==> src/rtl/ex_hazard_ctrl_if.sv <==
// ---------------------------------------------------------------------------
// ex_hazard_ctrl_if
// Purpose : bundles the ID/EX-side request signals and the hazard/forwarding
//           responses exchanged between the pipeline and ex_hazard_ctrl.
// Signals :
//   id_valid, id_rs, id_rt, id_use_rs, id_use_rt, id_wr, id_rd, id_load
//                 - description of the instruction currently in ID
//   ex_br_taken   - EX resolved a taken branch/call/ret this cycle
//   stall         - hold PC and IF/ID (combinational)
//   flush         - squash IF/ID and ID/EX (registered)
//   bubble        - ID/EX loads a NOP on the next edge (combinational)
//   fwd_a, fwd_b  - EX operand selects: 00 regfile, 01 MEM result, 10 WB data
// Modports: master = pipeline side, slave = hazard controller.
// ---------------------------------------------------------------------------
interface ex_hazard_ctrl_if #(
    parameter int REG_W = 4
);
    logic             id_valid;
    logic [REG_W-1:0] id_rs;
    logic [REG_W-1:0] id_rt;
    logic             id_use_rs;
    logic             id_use_rt;
    logic             id_wr;
    logic [REG_W-1:0] id_rd;
    logic             id_load;
    logic             ex_br_taken;
    logic             stall;
    logic             flush;
    logic             bubble;
    logic [1:0]       fwd_a;
    logic [1:0]       fwd_b;

    modport master (
        output id_valid, id_rs, id_rt, id_use_rs, id_use_rt,
               id_wr, id_rd, id_load, ex_br_taken,
        input  stall, flush, bubble, fwd_a, fwd_b
    );

    modport slave (
        input  id_valid, id_rs, id_rt, id_use_rs, id_use_rt,
               id_wr, id_rd, id_load, ex_br_taken,
        output stall, flush, bubble, fwd_a, fwd_b
    );
endinterface

==> src/rtl/ex_hazard_ctrl.sv <==
// ---------------------------------------------------------------------------
// ex_hazard_ctrl
// Purpose : hazard / forwarding controller for the EX stage of a 5-stage pipe.
//           Shadows the destination info of the instructions in EX, MEM and WB,
//           produces registered operand-forward selects for the instruction
//           entering EX, detects load-use hazards (one stall + bubble), and
//           sequences the post-branch flush window. Owns no datapath.
// Ports   :
//   clk        - clock, all state on the rising edge
//   rst        - synchronous reset, active-low
//   ext_stall  - global freeze; holds all state
//   hz_if      - ex_hazard_ctrl_if.slave (ID request / hazard responses)
//   stall_cnt  - load-use stall cycles (perf)
//   flush_cnt  - taken-branch flush events (perf)
// Configuration macro: HAZARD_PERF_EN enables the saturating perf counters;
//   without it both counter outputs are constant zero and no flops exist.
// ---------------------------------------------------------------------------
module ex_hazard_ctrl #(
    parameter int REG_W        = 4,
    parameter int FLUSH_CYCLES = 2,
    parameter int CNT_W        = 16
) (
    input  logic             clk,
    input  logic             rst,
    input  logic             ext_stall,
    ex_hazard_ctrl_if.slave  hz_if,
    output logic [CNT_W-1:0] stall_cnt,
    output logic [CNT_W-1:0] flush_cnt
);

    typedef struct packed {
        logic             v;
        logic             wr;
        logic [REG_W-1:0] rd;
        logic             ld;
    } slot_t;

    typedef enum logic {
        ST_IDLE  = 1'b0,
        ST_FLUSH = 1'b1
    } state_t;

    localparam slot_t      SLOT_EMPTY = '{v: 1'b0, wr: 1'b0, rd: {REG_W{1'b0}}, ld: 1'b0};
    localparam logic [2:0] FLUSH_LOAD = 3'(FLUSH_CYCLES - 1);

    // A slot supplies register r only if it is a real GPR write; r0 never matches.
    function automatic logic slot_match(input slot_t s, input logic [REG_W-1:0] r);
        return s.v & s.wr & (s.rd == r) & (r != {REG_W{1'b0}});
    endfunction

    // EX-stage producers forward from MEM next cycle unless they are loads;
    // the younger producer wins over the WB-side copy.
    function automatic logic [1:0] fwd_sel(input slot_t ex_s, input slot_t mem_s,
                                           input logic [REG_W-1:0] r);
        logic [1:0] sel;
        if (slot_match(ex_s, r) & ~ex_s.ld) begin
            sel = 2'b01;
        end else if (slot_match(mem_s, r)) begin
            sel = 2'b10;
        end else begin
            sel = 2'b00;
        end
        return sel;
    endfunction

    slot_t      r_ex_q, r_mem_q, r_wb_q;
    logic [1:0] r_fwd_a, r_fwd_b;
    state_t     r_state;
    logic [2:0] r_cnt;

    state_t     w_state_nxt;
    logic [2:0] w_cnt_nxt;
    logic       w_flush_start;
    logic       w_flush;
    logic       w_hz;
    logic       w_stall;
    logic       w_bubble;
    logic       w_kill;
    slot_t      w_ex_d;
    logic [1:0] w_fwd_a_d, w_fwd_b_d;

    assign w_flush = (r_state == ST_FLUSH);

    // Load-use detection, stall/bubble generation and next ID/EX contents.
    always_comb begin
        w_hz = hz_if.id_valid & r_ex_q.ld &
               ((hz_if.id_use_rs & slot_match(r_ex_q, hz_if.id_rs)) |
                (hz_if.id_use_rt & slot_match(r_ex_q, hz_if.id_rt)));
        // A taken branch (now or in progress) squashes ID anyway, so no stall.
        w_stall  = w_hz & ~hz_if.ex_br_taken & ~w_flush;
        w_bubble = w_stall | w_flush;
        w_kill   = w_bubble | hz_if.ex_br_taken | ~hz_if.id_valid;
        if (w_kill) begin
            w_ex_d    = SLOT_EMPTY;
            w_fwd_a_d = 2'b00;
            w_fwd_b_d = 2'b00;
        end else begin
            w_ex_d    = '{v: 1'b1, wr: hz_if.id_wr, rd: hz_if.id_rd, ld: hz_if.id_load};
            w_fwd_a_d = fwd_sel(r_ex_q, r_mem_q, hz_if.id_rs);
            w_fwd_b_d = fwd_sel(r_ex_q, r_mem_q, hz_if.id_rt);
        end
    end

    // Flush FSM next-state: a branch in IDLE opens a FLUSH_CYCLES-long window.
    always_comb begin
        w_state_nxt   = r_state;
        w_cnt_nxt     = r_cnt;
        w_flush_start = 1'b0;
        case (r_state)
            ST_IDLE: begin
                if (hz_if.ex_br_taken) begin
                    w_state_nxt   = ST_FLUSH;
                    w_cnt_nxt     = FLUSH_LOAD;
                    w_flush_start = 1'b1;
                end else begin
                    w_state_nxt = ST_IDLE;
                end
            end
            ST_FLUSH: begin
                // Further taken branches here come from squashed slots: ignored.
                if (r_cnt == 3'd0) begin
                    w_state_nxt = ST_IDLE;
                end else begin
                    w_cnt_nxt = r_cnt - 3'd1;
                end
            end
            default: begin
                w_state_nxt = ST_IDLE;
                w_cnt_nxt   = 3'd0;
            end
        endcase
    end

    // Flush FSM state register.
    always_ff @(posedge clk) begin
        if (!rst) begin
            r_state <= ST_IDLE;
            r_cnt   <= 3'd0;
        end else if (!ext_stall) begin
            r_state <= w_state_nxt;
            r_cnt   <= w_cnt_nxt;
        end
    end

    // Shadow pipeline slots and registered forward selects.
    always_ff @(posedge clk) begin
        if (!rst) begin
            r_ex_q  <= SLOT_EMPTY;
            r_mem_q <= SLOT_EMPTY;
            r_wb_q  <= SLOT_EMPTY;
            r_fwd_a <= 2'b00;
            r_fwd_b <= 2'b00;
        end else if (!ext_stall) begin
            r_wb_q  <= r_mem_q;
            r_mem_q <= r_ex_q;
            r_ex_q  <= w_ex_d;
            r_fwd_a <= w_fwd_a_d;
            r_fwd_b <= w_fwd_b_d;
        end
    end

    assign hz_if.stall  = w_stall;
    assign hz_if.bubble = w_bubble;
    assign hz_if.flush  = w_flush;
    assign hz_if.fwd_a  = r_fwd_a;
    assign hz_if.fwd_b  = r_fwd_b;

`ifdef HAZARD_PERF_EN
    localparam logic [CNT_W-1:0] CNT_MAX = {CNT_W{1'b1}};
    localparam logic [CNT_W-1:0] CNT_ONE = {{(CNT_W-1){1'b0}}, 1'b1};

    logic [CNT_W-1:0] r_stall_cnt, r_flush_cnt;

    // Saturating perf counters, cleared only by reset.
    always_ff @(posedge clk) begin
        if (!rst) begin
            r_stall_cnt <= {CNT_W{1'b0}};
            r_flush_cnt <= {CNT_W{1'b0}};
        end else if (!ext_stall) begin
            if (w_stall && (r_stall_cnt != CNT_MAX)) begin
                r_stall_cnt <= r_stall_cnt + CNT_ONE;
            end
            if (w_flush_start && (r_flush_cnt != CNT_MAX)) begin
                r_flush_cnt <= r_flush_cnt + CNT_ONE;
            end
        end
    end

    assign stall_cnt = r_stall_cnt;
    assign flush_cnt = r_flush_cnt;
`else
    assign stall_cnt = {CNT_W{1'b0}};
    assign flush_cnt = {CNT_W{1'b0}};
`endif

endmodule

==> src/flat_wrapper.sv <==
// flat-port wrapper written by rule: the top's interface ports become plain ports
module ex_hazard_ctrl_flat 
#(
    parameter int REG_W        = 4,
    parameter int FLUSH_CYCLES = 2,
    parameter int CNT_W        = 16
)
  (clk, rst, ext_stall, stall_cnt, flush_cnt, hz_if_id_valid, hz_if_id_rs, hz_if_id_rt, hz_if_id_use_rs, hz_if_id_use_rt, hz_if_id_wr, hz_if_id_rd, hz_if_id_load, hz_if_ex_br_taken, hz_if_stall, hz_if_flush, hz_if_bubble, hz_if_fwd_a, hz_if_fwd_b);
  ex_hazard_ctrl_if #(.REG_W(REG_W)) hz_if_i ();
  input  logic clk;
  input  logic rst;
  input  logic ext_stall;
  output logic [CNT_W-1:0] stall_cnt;
  output logic [CNT_W-1:0] flush_cnt;
  input wire logic [$bits(hz_if_i.id_valid)-1:0] hz_if_id_valid;
  input wire logic [$bits(hz_if_i.id_rs)-1:0] hz_if_id_rs;
  input wire logic [$bits(hz_if_i.id_rt)-1:0] hz_if_id_rt;
  input wire logic [$bits(hz_if_i.id_use_rs)-1:0] hz_if_id_use_rs;
  input wire logic [$bits(hz_if_i.id_use_rt)-1:0] hz_if_id_use_rt;
  input wire logic [$bits(hz_if_i.id_wr)-1:0] hz_if_id_wr;
  input wire logic [$bits(hz_if_i.id_rd)-1:0] hz_if_id_rd;
  input wire logic [$bits(hz_if_i.id_load)-1:0] hz_if_id_load;
  input wire logic [$bits(hz_if_i.ex_br_taken)-1:0] hz_if_ex_br_taken;
  output wire logic [$bits(hz_if_i.stall)-1:0] hz_if_stall;
  output wire logic [$bits(hz_if_i.flush)-1:0] hz_if_flush;
  output wire logic [$bits(hz_if_i.bubble)-1:0] hz_if_bubble;
  output wire logic [$bits(hz_if_i.fwd_a)-1:0] hz_if_fwd_a;
  output wire logic [$bits(hz_if_i.fwd_b)-1:0] hz_if_fwd_b;
  assign hz_if_i.id_valid = hz_if_id_valid;
  assign hz_if_i.id_rs = hz_if_id_rs;
  assign hz_if_i.id_rt = hz_if_id_rt;
  assign hz_if_i.id_use_rs = hz_if_id_use_rs;
  assign hz_if_i.id_use_rt = hz_if_id_use_rt;
  assign hz_if_i.id_wr = hz_if_id_wr;
  assign hz_if_i.id_rd = hz_if_id_rd;
  assign hz_if_i.id_load = hz_if_id_load;
  assign hz_if_i.ex_br_taken = hz_if_ex_br_taken;
  assign hz_if_stall = hz_if_i.stall;
  assign hz_if_flush = hz_if_i.flush;
  assign hz_if_bubble = hz_if_i.bubble;
  assign hz_if_fwd_a = hz_if_i.fwd_a;
  assign hz_if_fwd_b = hz_if_i.fwd_b;
  ex_hazard_ctrl #(.REG_W(REG_W), .FLUSH_CYCLES(FLUSH_CYCLES), .CNT_W(CNT_W)) u_core (.clk(clk), .rst(rst), .ext_stall(ext_stall), .hz_if(hz_if_i), .stall_cnt(stall_cnt), .flush_cnt(flush_cnt));
endmodule
==> config.mk <==
export PLATFORM = sky130hd
export DESIGN_NAME = ex_hazard_ctrl_flat
export DESIGN_NICKNAME = d
export VERILOG_FILES = /design/src/rtl/ex_hazard_ctrl_if.sv /design/src/rtl/ex_hazard_ctrl.sv /design/src/flat_wrapper.sv
export SDC_FILE = /design/constraint.sdc
export NUM_CORES = 1
export LEC_CHECK = 0
export CAP_MARGIN = 10
export CORE_MARGIN = 5
export CORE_UTILIZATION = 45
export CTS_BUF_LIST = sky130_fd_sc_hd__clkbuf_8 sky130_fd_sc_hd__clkbuf_16
export DETAILED_ROUTE_END_ITERATION = 12
export DONT_BUFFER_PORTS = 1
export PLACE_DENSITY = 0.69
export SETUP_SLACK_MARGIN = 0.2
export SLEW_MARGIN = 20
export SYNTH_ARGS = -nofsm -noshare
export SYNTH_HDL_FRONTEND = slang
export SYNTH_SLANG_ARGS = --single-unit
==> constraint.sdc <==
create_clock -name clk -period 1.7 [get_ports clk]
set_input_delay 0.17 -clock clk [delete_from_list [all_inputs] [get_ports clk]]
set_output_delay 0.17 -clock clk [all_outputs]
set_load 0.02 [all_outputs]
==> metrics.csv <==
stage,metric,value,unit
synth,Ys Warns,0,
clock_network,CTS tree,yes,
timing,setup ws final,-0.1255,ns
worst_hold_path,class of the worst hold path,in2reg,
floorplanning,cell row count,19,
setup_path,Crit Path Class,reg2out,
global_route,initial antenna violation count,0,
run,Max-Cap Viols,0,
global_route,grt ovf,0,
placement,HPWL after DPL,2138,um
synth,Syn Area/Cell,8.758,um^2
synth,dominant register cell in the synthesized netlist,dfxtp_1,
timing,Final min period,1.826,ns
synth,Post-Synth Adder-Cell Area,0.01905,
pwr,LEAKAGE,0.0006213,uW
clock_network,htree depth,1,
synth,xor and xnor area share after synthesis,0.08667,
setup_path,CP max FO,3,
finish,"Design Area, Final",1428,um^2
floorplanning,Die H,64.03,um
clock_network,Clock transition at path regs,0.08,ns
finish,proportion of layout cells with a drive suffix above 1,0.2152,
pwr,Int Pwr,721.8,uW
floorplanning,Core ar.,2781,um^2
placement,Post-DP Area,1236,um^2
worst_hold_path,hold path cells,1,
pwr,combinational fraction of design power,0.172,
finish,nets,182,
synth,Post-synth EDFFs,0,
synth,leading area contributor after synthesis,dfxtp_1,
floorplanning,Die Width,64.03,um
timing,Final Max Tran Viols,0,
detailed_routing,initial drt markers,34,
setup_path,Crit path largest cell delay,0.37,ns
placement,IO Port Bufs,0,
clock_network,CTS Buf Count,3,
timing,Final Hold Fails,0,
timing,Final setup viols,10,
synth,most numerous cell in the Yosys netlist,buf_4,
detailed_routing,Vias/cell,5.243,
placement,routability cong.,0.8676,
clock_network,CTS Buffer Depth,2,
finish,utilization after layout,0.5133,
synth,Synth area leaders,"dfxtp_1 32%, buf_4 18%, xor2_1 8.7%, mux2i_1 4.6%, a22o_1 4.0%",
floorplanning,Ports,60,
clock_network,Clock Sink Count,21,
synth,"Seq/Total Area, Yosys",0.3200,
timing,Worst slew margin,0.6327,
synth,mux share of post-synthesis cell area,0.04571,
synth,largest family of logic cells by synthesized area,buffers and inverters,
setup_path,Stages on worst setup path,5,
pwr,P per Cell Area,716.9,nW/um^2
synth,Mapped Area,1314,um^2
detailed_routing,DRT Pass-1 Iters,4,
pwr,Clk pwr share,0.324,
detailed_routing,Routed WL per cell,15.35,um
synth,synth cell count leaders,"32 x buf_4, 21 x dfxtp_1, 13 x xor2_1",
floorplanning,Starting Density,0.4723,
outcome,status,finished with violations,
setup_path,WP data arrival,1.66,ns
pwr,sequential power share,0.503,
outcome,failing checks,setup timing,
timing,Fmax achieved,547.8,MHz
pwr,sw frac,0.2948,
floorplanning,die area,4100,um^2
synth,Yosys top cell area share,0.3200,
synth,ys async rst share,0,
detailed_routing,DRC,0,
setup_path,Worst setup EP type,primary output,
synth,post-synthesis compound-gate area fraction,0.1505,
finish,Antenna diodes,0,
setup_path,Worst Reg2Reg Path Length in Cells,7,
pwr,Peak VDD IR,0.5005,mV
timing,period utilization,1.074,
clock_network,root buffer cell,clkbuf_8,
finish,Area Overhead vs Synth,8.667,%
setup_path,CP max stage cell,dfxtp_4,
setup_path,CP Launch Type,register,
synth,Synth Area in Simple Gates,0.1600,
setup_path,cells along the critical path,"xor2_2, nor4_4, o21ai_2, o21ai_1, and4b_2",
global_route,largest net degree at the start of global routing,13,
timing,Clock Skew,0.003439,ns
global_route,vias in the first global route,927,
detailed_routing,total wire length,2901,um
timing,RSZ-0062 raised after global routing,true,
synth,Post-Syn Instances,150,
detailed_routing,Final ANT Viol Nets,0,
timing,Worst Tran Pin Value,0.5371,ns
pwr,Psw,301.7,uW
setup_path,CP bufs+invs,0,
synth,Synth Register Bits,21,
detailed_routing,via count,991,
clock_network,"Clk Latency, worst-skew pair",0.27,ns
setup_path,Worst EP required,1.53,ns
global_route,GRT Total Usage,0.1425,
synth,synth unique cells,35,
setup_path,"delay-heaviest family, CP",simple AND/OR/NAND/NOR gates,
finish,Fill cells,252,
global_route,first-pass GRT wire length,4581,um
-- sequential cells by signal, indices dropped and copies added, names as in the netlist --
register	flops
u_core.hz_if.fwd_b	2
u_core.hz_if.fwd_a	2
u_core.r_ex_q	7
u_core.r_mem_q	6
u_core.hz_if.flush	1
u_core.r_cnt	3
-- worst paths after layout --
kind / start / endpoint / slack, ns
max: u_core.r_ex_q[3] / hz_if_stall / -0.13
min: hz_if_id_rd[0] / u_core.r_ex_q[1] / 0.04
max reg2reg: u_core.r_ex_q[3] / u_core.hz_if.fwd_a[1] / -0.05
min reg2reg: u_core.r_ex_q[6] / u_core.r_ex_q[6] / 0.48
-- logic make-up after synthesis --
logic type / count (synthesis)
buffers and inverters: 41
AND/OR/NAND/NOR: 40
AO/OA/AOI/OAI: 26
flip-flops: 21
XOR/XNOR: 13
multiplexers: 6
adder cells (fa/ha/maj): 2
other: 1
-- power by group through the flow --
stage	logic, uW	clock network, uW	registers, uW
after floorplan	191	0	524
after global placement	142	0	526
after detailed placement	146	0	526
after CTS	161	339	516
after global routing	191	364	518
final	176	332	515
-- metrics by stage --
step | worst slack (ns) | setup TNS, ns | power, uW | hold slack (ns) | std cells
finish | -0.1255 | -0.3813 | 1024 | 0.03537 | 189
global route | -0.1774 | -0.9090 | 1073 | 0.02734 | 189
CTS | -0.1030 | -0.1369 | 1016 | 0.03438 | 187
detailed placement | 0.02163 | 0 | 672.4 | 0.3141 | 180
global placement | 0.07764 | 0 | 668.2 | 0.3116 | 180
floorplan | 0.1856 | 0 | 714.5 | 0.3091 | 181
-- cell type report --
cell class | count | area, um^2 | area share
multi-input cells | 120 | 829.5 | 0.5811
well taps | 31 | 38.79 | 0.02717
clock inverters | 1 | 5.005 | 0.003506
clock buffers | 3 | 41.29 | 0.02892
flip-flops and latches | 21 | 430.4 | 0.3015
repair buffers | 8 | 63.81 | 0.04470
inverters | 5 | 18.77 | 0.01315
-- cell usage in the layout, fill, tap and decap left out, types with 3 or more instances in the layout --
| cell type | Yosys | routed |
|---|---|---|
| and2_1 | 3 | 3 |
| a21oi_1 | 3 | 3 |
| conb_1 | 1 | 32 |
| nand2_1 | 8 | 7 |
| nand3_1 | 3 | 3 |
| clkbuf_8 | 0 | 3 |
| dfxtp_2 | 0 | 5 |
| a22o_1 | 6 | 6 |
| nor3_1 | 4 | 4 |
| nor2_1 | 12 | 12 |
| xor2_1 | 13 | 11 |
| mux2i_1 | 6 | 6 |
| dfxtp_1 | 21 | 15 |
| buf_4 | 32 | 7 |
-- repair_timing --
action                     4_1_cts  5_1_grt
gates resized for setup         16        9
pin swaps                        9        7
hold buffers                     0        0
setup buffers                    2        2
gates cloned                     1        0
setup endpoints to repair       13       14
-- routing by layer --
metal | up-vias | wire length, um | global-route usage
li1 | 474 | - | -
met1 | 452 | 1052 | 0.1565
met2 | 56 | 1445 | 0.2399
met3 | 9 | 326 | 0.05254
met4 | 0 | 77 | 0.07013
met5 | - | 0 | 0
Power figures use the tool's default switching activity.
